<file path="src/rtl/graph_param_ctrl.sv">
// rtl/graph_param_ctrl.sv - frame-synchronous round-robin parameter controller (optional GRAPH_PARAM_CTRL_REPEAT_EN)
module graph_param_ctrl #(
    parameter int WIDTH  = 12,
    parameter int STEP   = 50,
    parameter int A_INIT = 250,
    parameter int B_INIT = 0,
    parameter int P_MIN  = 0,
    parameter int P_MAX  = 799
) (
    input  logic             clk,
    input  logic             reset,
    input  logic             vsync,
    input  logic [3:0]       req,
    output logic [WIDTH-1:0] param_a,
    output logic [WIDTH-1:0] param_b,
    output logic [3:0]       pending,
    output logic [3:0]       grant,
    output logic             update,
    output logic             busy
);

    typedef enum logic [1:0] {IDLE, ARB, APPLY} state_t;

    localparam logic [WIDTH:0] STEP_X = STEP[WIDTH:0];
    localparam logic [WIDTH:0] MIN_X  = P_MIN[WIDTH:0];
    localparam logic [WIDTH:0] MAX_X  = P_MAX[WIDTH:0];

    state_t     state, state_nxt;
    logic       vsync_d;
    logic       fs;
    logic [1:0] rr_ptr;
    logic [1:0] idx;
    logic [1:0] pick;
    logic [1:0] cand;
    logic       found;
    logic       apply_now;

    assign fs        = vsync_d & ~vsync;
    assign apply_now = (state == APPLY);

    function automatic logic [WIDTH-1:0] step_up(input logic [WIDTH-1:0] p);
        logic [WIDTH:0] sum;
        sum = {1'b0, p} + STEP_X;
        return (sum > MAX_X) ? MAX_X[WIDTH-1:0] : sum[WIDTH-1:0];
    endfunction

    function automatic logic [WIDTH-1:0] step_down(input logic [WIDTH-1:0] p);
        return ({1'b0, p} < (MIN_X + STEP_X)) ? MIN_X[WIDTH-1:0] : (p - STEP_X[WIDTH-1:0]);
    endfunction

    // Round-robin search starting just after the last served requester
    always_comb begin
        pick  = rr_ptr + 2'd1;
        cand  = '0;
        found = 1'b0;
        for (int k = 1; k <= 4; k++) begin
            cand = rr_ptr + 2'(k);
            if (!found && pending[cand]) begin
                pick  = cand;
                found = 1'b1;
            end
        end
    end

`ifdef GRAPH_PARAM_CTRL_REPEAT_EN
    logic [1:0] cnt [4];

    // Per-requester saturating press counters; a press during its own service cancels the decrement
    always_ff @(posedge clk or negedge reset) begin
        if (!reset) begin
            for (int i = 0; i < 4; i++) cnt[i] <= 2'd0;
        end else begin
            for (int i = 0; i < 4; i++) begin
                if (req[i] && !(apply_now && idx == 2'(i))) begin
                    if (cnt[i] != 2'd3) cnt[i] <= cnt[i] + 2'd1;
                end else if (!req[i] && apply_now && idx == 2'(i) && cnt[i] != 2'd0) begin
                    cnt[i] <= cnt[i] - 2'd1;
                end
            end
        end
    end

    // Pending means at least one queued press
    always_comb begin
        for (int i = 0; i < 4; i++) pending[i] = (cnt[i] != 2'd0);
    end
`else
    logic [3:0] pend_q;
    logic [3:0] pend_clr;

    assign pend_clr = apply_now ? (4'b0001 << idx) : 4'b0000;
    assign pending  = pend_q;

    // Single pending flag per requester; a new press wins over the clear
    always_ff @(posedge clk or negedge reset) begin
        if (!reset) pend_q <= 4'b0000;
        else        pend_q <= (pend_q & ~pend_clr) | req;
    end
`endif

    // FSM state register
    always_ff @(posedge clk or negedge reset) begin
        if (!reset) state <= IDLE;
        else        state <= state_nxt;
    end

    // FSM next-state: one arbitration per frame start, frame starts while busy are dropped
    always_comb begin
        state_nxt = state;
        case (state)
            IDLE:    if (fs && (|pending)) state_nxt = ARB;
            ARB:     state_nxt = APPLY;
            APPLY:   state_nxt = IDLE;
            default: state_nxt = IDLE;
        endcase
    end

    // FSM outputs
    always_comb begin
        busy = (state != IDLE);
    end

    // Datapath: vsync history, winner latch, parameter update and strobes
    always_ff @(posedge clk or negedge reset) begin
        if (!reset) begin
            vsync_d <= 1'b1;
            rr_ptr  <= 2'd3;
            idx     <= 2'd0;
            param_a <= A_INIT[WIDTH-1:0];
            param_b <= B_INIT[WIDTH-1:0];
            grant   <= 4'b0000;
            update  <= 1'b0;
        end else begin
            vsync_d <= vsync;
            grant   <= 4'b0000;
            update  <= 1'b0;
            if (state == ARB) idx <= pick;
            if (apply_now) begin
                case (idx)
                    2'd0: param_a <= step_up(param_a);
                    2'd1: param_a <= step_down(param_a);
                    2'd2: param_b <= step_up(param_b);
                    default: param_b <= step_down(param_b);
                endcase
                grant  <= 4'b0001 << idx;
                update <= 1'b1;
                rr_ptr <= idx;
            end
        end
    end

endmodule

</file>
<file path="config.mk">
export PLATFORM = sky130hd
export DESIGN_NAME = graph_param_ctrl
export DESIGN_NICKNAME = d
export VERILOG_FILES = /design/src/rtl/graph_param_ctrl.sv
export SDC_FILE = /design/constraint.sdc
export NUM_CORES = 1
export LEC_CHECK = 0
export BUFFER_PORTS_ARGS = -buffer_cell sky130_fd_sc_hd__buf_2
export CAP_MARGIN = 15
export CELL_PAD_IN_SITES_DETAIL_PLACEMENT = 1
export CELL_PAD_IN_SITES_GLOBAL_PLACEMENT = 1
export CORE_MARGIN = 3
export CORE_UTILIZATION = 43
export DETAILED_ROUTE_END_ITERATION = 10
export PLACE_DENSITY_LB_ADDON = 0.1
export SYNTH_ARGS = -nofsm -noshare
export SYNTH_HDL_FRONTEND = slang
export SYNTH_SLANG_ARGS = --single-unit
</file>
<file path="constraint.sdc">
create_clock -name clk -period 3.3 [get_ports clk]
set_clock_uncertainty 0.15 [all_clocks]
set_input_delay 0.33 -clock clk [delete_from_list [all_inputs] [get_ports clk]]
set_output_delay 0.33 -clock clk [all_outputs]
set_load 0.03 [all_outputs]
</file>
==> reports/metrics.cfg, run 1 <==
[worst_setup_path]
arrival_ns = 2.75
ff2ff_path_depth = 8
crit_type = reg2reg
endpoint_kind = flop
required_ns = 3.34
rr_endpoint = param_b[6]$_DFFE_PN0P_
cp-start-kind = flop
timing.rr.start = param_b[1]$_DFFE_PN0P_
path_max_fanout = 16
rrSetupSlack_ns = 0.59

[timing]
drv_slew = 0
rsz0062_at_grt = no
finalWorstSetupSlack_ns = 0.588
totalNegativeSetupSlack_ns = 0
fmax_mhz = 369
setup_viol = 0
slew-limit-headroom = 0.384
hold_viol = 0
min_period_ns = 2.71
tightest_slew_ns = 0.924
whs_ns = 0.0126
fin_crit_sh = 0.822

[layout]
final_common_cell = buf_2
area_growth_pct = 12.4
drive_above_1_share = 0.188
seqCellArea_um2 = 1010
antenna_cells = 0
fillers = 794
layout_common_cells = buf_2 (40), o21ai_0 (39), nand2_1 (33)
multi_input_area_um2 = 1670
fin_nets = 398

[power]
ir_drop_v = 0.000500
p_leak_nw = 1.41
intPower_mw = 1.55
switchingPower_mw = 1.78
switching_share = 0.535
clockPowerShare = 0.124
comb_power_share = 0.548
power.density_nw_per_um2 = 1040
seqPwrFrac = 0.329

[floorplanning]
fp-row-count = 29
io_pins = 41
core_area_um2 = 6390
start_util = 0.447
die_area_um2 = 7650
die_height_um = 87.5
die_x_um = 87.5

[place]
gp_congestion = 0.845
io_buffers = 40
pre_cts_ws_ns = 0.656
dp.final_hpwl_um = 6030

[clock_tree]
tritoncts = done
clock_latency_ns = 0.30
cts_made_buffers = 5
cts_root_buf = clkbuf_8
clock_sinks = 40
cts_setup_buffers = 0
cts.clk_slew.worst_paths_ns = 0.10
cts.htree.levels = 2
clockBufferDepth = 2

[detailed_routing]
drt-pass1-iter-count = 4
drc = 0
routed_wl_um = 8620
vias = 2869
ant_nets = 0
via_per_inst = 6.22
drtIter0Drc = 116
wl_per_cell_um = 18.7

[run_status]
outcome = finished, final reports clean

[grt]
grtUsageTotal = 0.237
grt_max_degree = 41
overflow = 0
grt_pass1_wl_um = 14300
grt_pass1_vias = 2810
antenna_found_initial = 0

[synth]
ys_seq_elements = 40
syn_area_per_cell_um2 = 8.09
syn_inst = 353
yosys_warnings = 0
synth_ff_type = dfrtp_1
synth_seq_area_share = 0.355
syn_area_um2 = 2860
synth-edff-count = 0
synth_cell_types = 63
synth-async-reset-ratio = 1.00
postSynthNetCount = 368

[flow_run]
drv_cap = 0

[min_path]
min-delay-path-class = in2async

[area by class of cell]
cell class	count	share of cell area
Timing Repair Buffer	47	0.0795
Clock inverter	3	0.0133
Tap cell	77	0.0300
Multi-Input combinational cell	272	0.521
Inverter	17	0.0199
Sequential cell	40	0.315
Clock buffer	5	0.0214
[worst max-delay path, cell delays in order (launching register included)]
cell	delay, ns
dfrtp_1	0.66
inv_1	0.16
ha_1	0.35
nand2b_1	0.10
or4b_1	0.43
a22oi_1	0.16
o21a_1	0.23
a2111oi_0	0.09
a221o_1	0.28
[state kept, by name (all words and copies together), names as in the netlist]
signal   cells
update       1
idx          2
pending      4
rr_ptr       2
param_b     12
vsync_d      1
grant        4
state        2
param_a     12
[worst max-delay path by stage]
| stage | endpoint | start | slack (ns) |
|---|---|---|---|
| after floorplan | param_b[6]$_DFFE_PN0P_ | param_b[1]$_DFFE_PN0P_ | 0.71 |
| after global placement | param_b[6]$_DFFE_PN0P_ | param_b[1]$_DFFE_PN0P_ | 0.76 |
| after detailed placement | param_b[6]$_DFFE_PN0P_ | param_b[1]$_DFFE_PN0P_ | 0.66 |
| after CTS | param_b[6]$_DFFE_PN0P_ | param_b[1]$_DFFE_PN0P_ | 0.62 |
| after global routing | param_b[6]$_DFFE_PN0P_ | param_b[1]$_DFFE_PN0P_ | 0.43 |
| final | param_b[6]$_DFFE_PN0P_ | param_b[1]$_DFFE_PN0P_ | 0.59 |
[through the flow]
stage	instances	cell area [um^2]	util	power (mW)
2_1_floorplan	353	2860	-	2.36
3_3_place_gp	452	3090	0.484	2.84
3_5_place_dp	452	3090	0.484	2.89
4_1_cts	461	3210	0.503	3.33
5_1_grt	461	3210	0.503	3.61
6_report	461	3210	0.503	3.33
[kinds of logic after synthesis]
group | Yosys count | share of synthesized area
AOI/OAI and AO/OA | 131 | 0.301
and+or+nand+nor | 126 | 0.225
buffers and inverters | 41 | 0.0600
DFF | 40 | 0.355
adders and majority gates | 8 | 0.0351
xor gates and xnor gates | 5 | 0.0153
muxes | 2 | 0.00833
[cell usage after synthesis, drive strengths merged, types with 4 or more instances]
master  count  area (um^2)
a21o        5         37.5
a21oi      26          130
a22oi       5         37.5
a31oi      10         62.6
and2        4         25.0
buf         8         47.5
clkbuf     16         60.1
dfrtp      31          776
dfstp       9          236
ha          8          100
inv        17         63.8
nand2      33          124
nand2b     10         62.6
nand3      16         80.1
nor2       23         86.3
nor2b       6         37.5
nor3       14         75.1
nor4        4         31.3
o211ai      4         30.0
o21ai      41          205
o221ai      4         35.0
o22ai       5         31.3
[per-layer routing]
layer,vias up,track usage,part of all wire
li1,1359,-,-
met1,1436,0.347,0.50
met2,63,0.359,0.45
met3,11,0.0454,0.041
met4,0,0.0572,0.011
met5,-,0,0
[timing repair]
item                      CTS  global route
hold endpoints to repair    1             0
hold buffers                1             0
resized for setup           0             0
[power by group through the flow]
stage / clock, mW / combinational [mW] / sequential [mW]
detailed placement: 0 / 1.80 / 1.09
floorplan: 0 / 1.28 / 1.08
CTS: 0.425 / 1.82 / 1.08
global route: 0.447 / 2.02 / 1.14
global placement: 0 / 1.76 / 1.08
finish: 0.413 / 1.83 / 1.10
(Power assumes the default switching activity.)
==> run 2, diff against run 1 <==
- ABC_AREA: default -> 1
- CORE_UTILIZATION: 43 -> 41
- clock period: 3.3 -> 2.7 ns (I/O delays scaled with it)
==> reports/metrics.cfg, run 2 <==
[synth]
postSynthNetCount = 458
synth-simple-area-share = 0.397
synthXorXnorAreaFrac = 0.0319
synth-async-reset-ratio = 1.00
yosys.area.top_type = dfrtp_1
yosys-top-cells-area = dfrtp_1 (26%), nand2_1 (19%), dfstp_2 (7.8%)
syn_area_um2 = 3020
synth_top_area_frac = 0.257
synth_top_family_by_area = simple AND/OR/NAND/NOR gates
syn_area_per_cell_um2 = 6.82
synth.area.mux_share = 0
synth_cell_types = 39
syn_inst = 443
yosys_warnings = 0
synth_ff_type = dfrtp_1
synth_fa_ha_area_frac = 0.0331
synth_seq_area_share = 0.335
ys_seq_elements = 40
yosysMostFrequentCell = nand2_1
synth_commonest_cells = nand2_1 (155), inv_1 (52), nor2_1 (34)
synth-edff-count = 0
synth_compound_area_frac = 0.115

[timing]
drv_slew = 0
finalWorstSetupSlack_ns = 0.544
slew-limit-headroom = 0.377
fin_crit_sh = 0.799
totalNegativeSetupSlack_ns = 0
whs_ns = 0.0147
hold_viol = 0
setup_viol = 0
min_period_ns = 2.16
rsz0062_at_grt = no
tightest_slew_ns = 0.935
fmax_mhz = 464

[layout]
drive_above_1_share = 0.189
fin_nets = 501
fin_cells = 583
fillers = 971
area_growth_pct = 13.0
final_core_util = 0.489
layout_common_cells = nand2_1 (155), inv_1 (52), buf_2 (40)
largestRegisters = param_a (12), param_b (12)
design_area_um2 = 3410
final_common_cell = nand2_1
antenna_cells = 0

[grt]
grtUsageTotal = 0.211
antenna_found_initial = 0
grt_pass1_wl_um = 14600
grt_max_degree = 41
grt_pass1_vias = 3062
overflow = 0

[clock_tree]
tritoncts = done
cts_setup_buffers = 0
clockBufferDepth = 2
cts_resized = 0
cts.htree.levels = 2
clock_sinks = 40
cts.clk_slew.worst_paths_ns = 0.08
clock_latency_ns = 0.30
cts_root_buf = clkbuf_8
cts_made_buffers = 5

[worst_setup_path]
crit_type = reg2reg
endpoint_kind = flop
max_stage_delay_ns = 0.62
path_max_fanout = 8
crit_chain = inv_1 > ha_1 > nand2_1 > nand2_1 > nor2_1 > nand2_1 > nand2_1 > o21ai_2 > nand2_2 > nand2_2 > nand3_1 > nand2_1 > inv_1
cp-start-kind = flop
required_ns = 2.79
cpMostUsedCell = nand2_1
arrival_ns = 2.24
critical_path.top_delay_family = simple AND/OR/NAND/NOR gates
critPathBufInv = 2
critPathSlowestCell = dfstp_2

[place]
dpl_cell_area_um2 = 3310
gp_congestion = 0.846
pre_cts_ws_ns = 0.553
dpl.cell_count = 573
io_buffers = 40
dp.final_hpwl_um = 6500

[detailed_routing]
routed_wl_um = 8340
drt-pass1-iter-count = 4
wl_per_cell_um = 14.3
vias = 2967
drtIter0Drc = 96
via_per_inst = 5.09
ant_nets = 0
drc = 0

[floorplanning]
die_area_um2 = 8440
die_height_um = 91.8
fp-row-count = 30
start_util = 0.433
die_x_um = 91.8
io_pins = 41
core_area_um2 = 6980

[power]
total_power_mw = 4.30
p_leak_nw = 1.82
power.density_nw_per_um2 = 1260
ir_drop_v = 0.000447

[min_path]
min-delay-path-class = in2reg

[run_status]
outcome = finished, final reports clean

[flow_run]
drv_cap = 0

-- run 2: cell types whose count changed in the layout (fill, tap and decap cells not counted), moves of 9 or more --
cell	delta
inv_1	+35
nand3_1	+15
nand2b_1	-10
o21ai_0	-21
a21oi_1	-11
nor2_1	+11
nor3_1	-12
nand2_1	+122
nand4_1	+9
-- run 2: report_power, final --
group	internal [mW]	switching, mW	total, mW
Clock	0.181	0.220	0.401
Combinational	0.845	1.81	2.66
Sequential	0.841	0.402	1.24
-- run 2: cell families (layout without fill, tap and decap cells) --
group | after synthesis | after routing
and+or+nand+nor | 260 | 260
buffers and inverters | 67 | 111
AOI/OAI and AO/OA | 57 | 57
DFF | 40 | 40
xor gates and xnor gates | 11 | 11
adders and majority gates | 8 | 8
-- run 2: final timing paths --
| kind | from | depth (start not counted) | to | slack [ns] |
|---|---|---|---|---|
| setup / recovery | param_a[1]$_DFFE_PN1P_ | 13 | param_a[4]$_DFFE_PN1P_ | 0.54 |
| hold reg to reg | state[0]$_DFFE_PN0P_ | 1 | update$_DFF_PN0_ | 0.36 |
| max in group asynchronous | reset | 2 | param_b[9]$_DFFE_PN0P_ | 1.32 |
| setup reg to reg | param_a[1]$_DFFE_PN1P_ | 13 | param_a[4]$_DFFE_PN1P_ | 0.54 |
| min in group asynchronous | reset | 2 | grant[3]$_DFF_PN0_ | 0.49 |
| hold / removal | req[0] | 2 | pending[0]$_DFF_PN0_ | 0.01 |
-- run 2: per-layer routing --
layer  vias up  wire, um  track usage
met3        12       250       0.0279
li1       1499         -            -
met2        47      4100        0.366
met5         -         0            0
met4         0       140       0.0644
met1      1409      3840        0.272
-- run 2: final cells by class --
type                    instances  area (um^2)  area share
multi-input cells             336         1740       0.511
flip-flops and latches         40         1010       0.297
repair buffers                 43          228      0.0667
inverters                      60          225      0.0660
well taps                      96          120      0.0352
clock buffers                   6         72.6      0.0213
clock inverters                 2         12.5     0.00367
-- run 2: timing repair --
action                     in CTS  in global routing
hold buffers                    2                  0
setup endpoints to repair       0                  0
hold endpoints to repair       33                  0
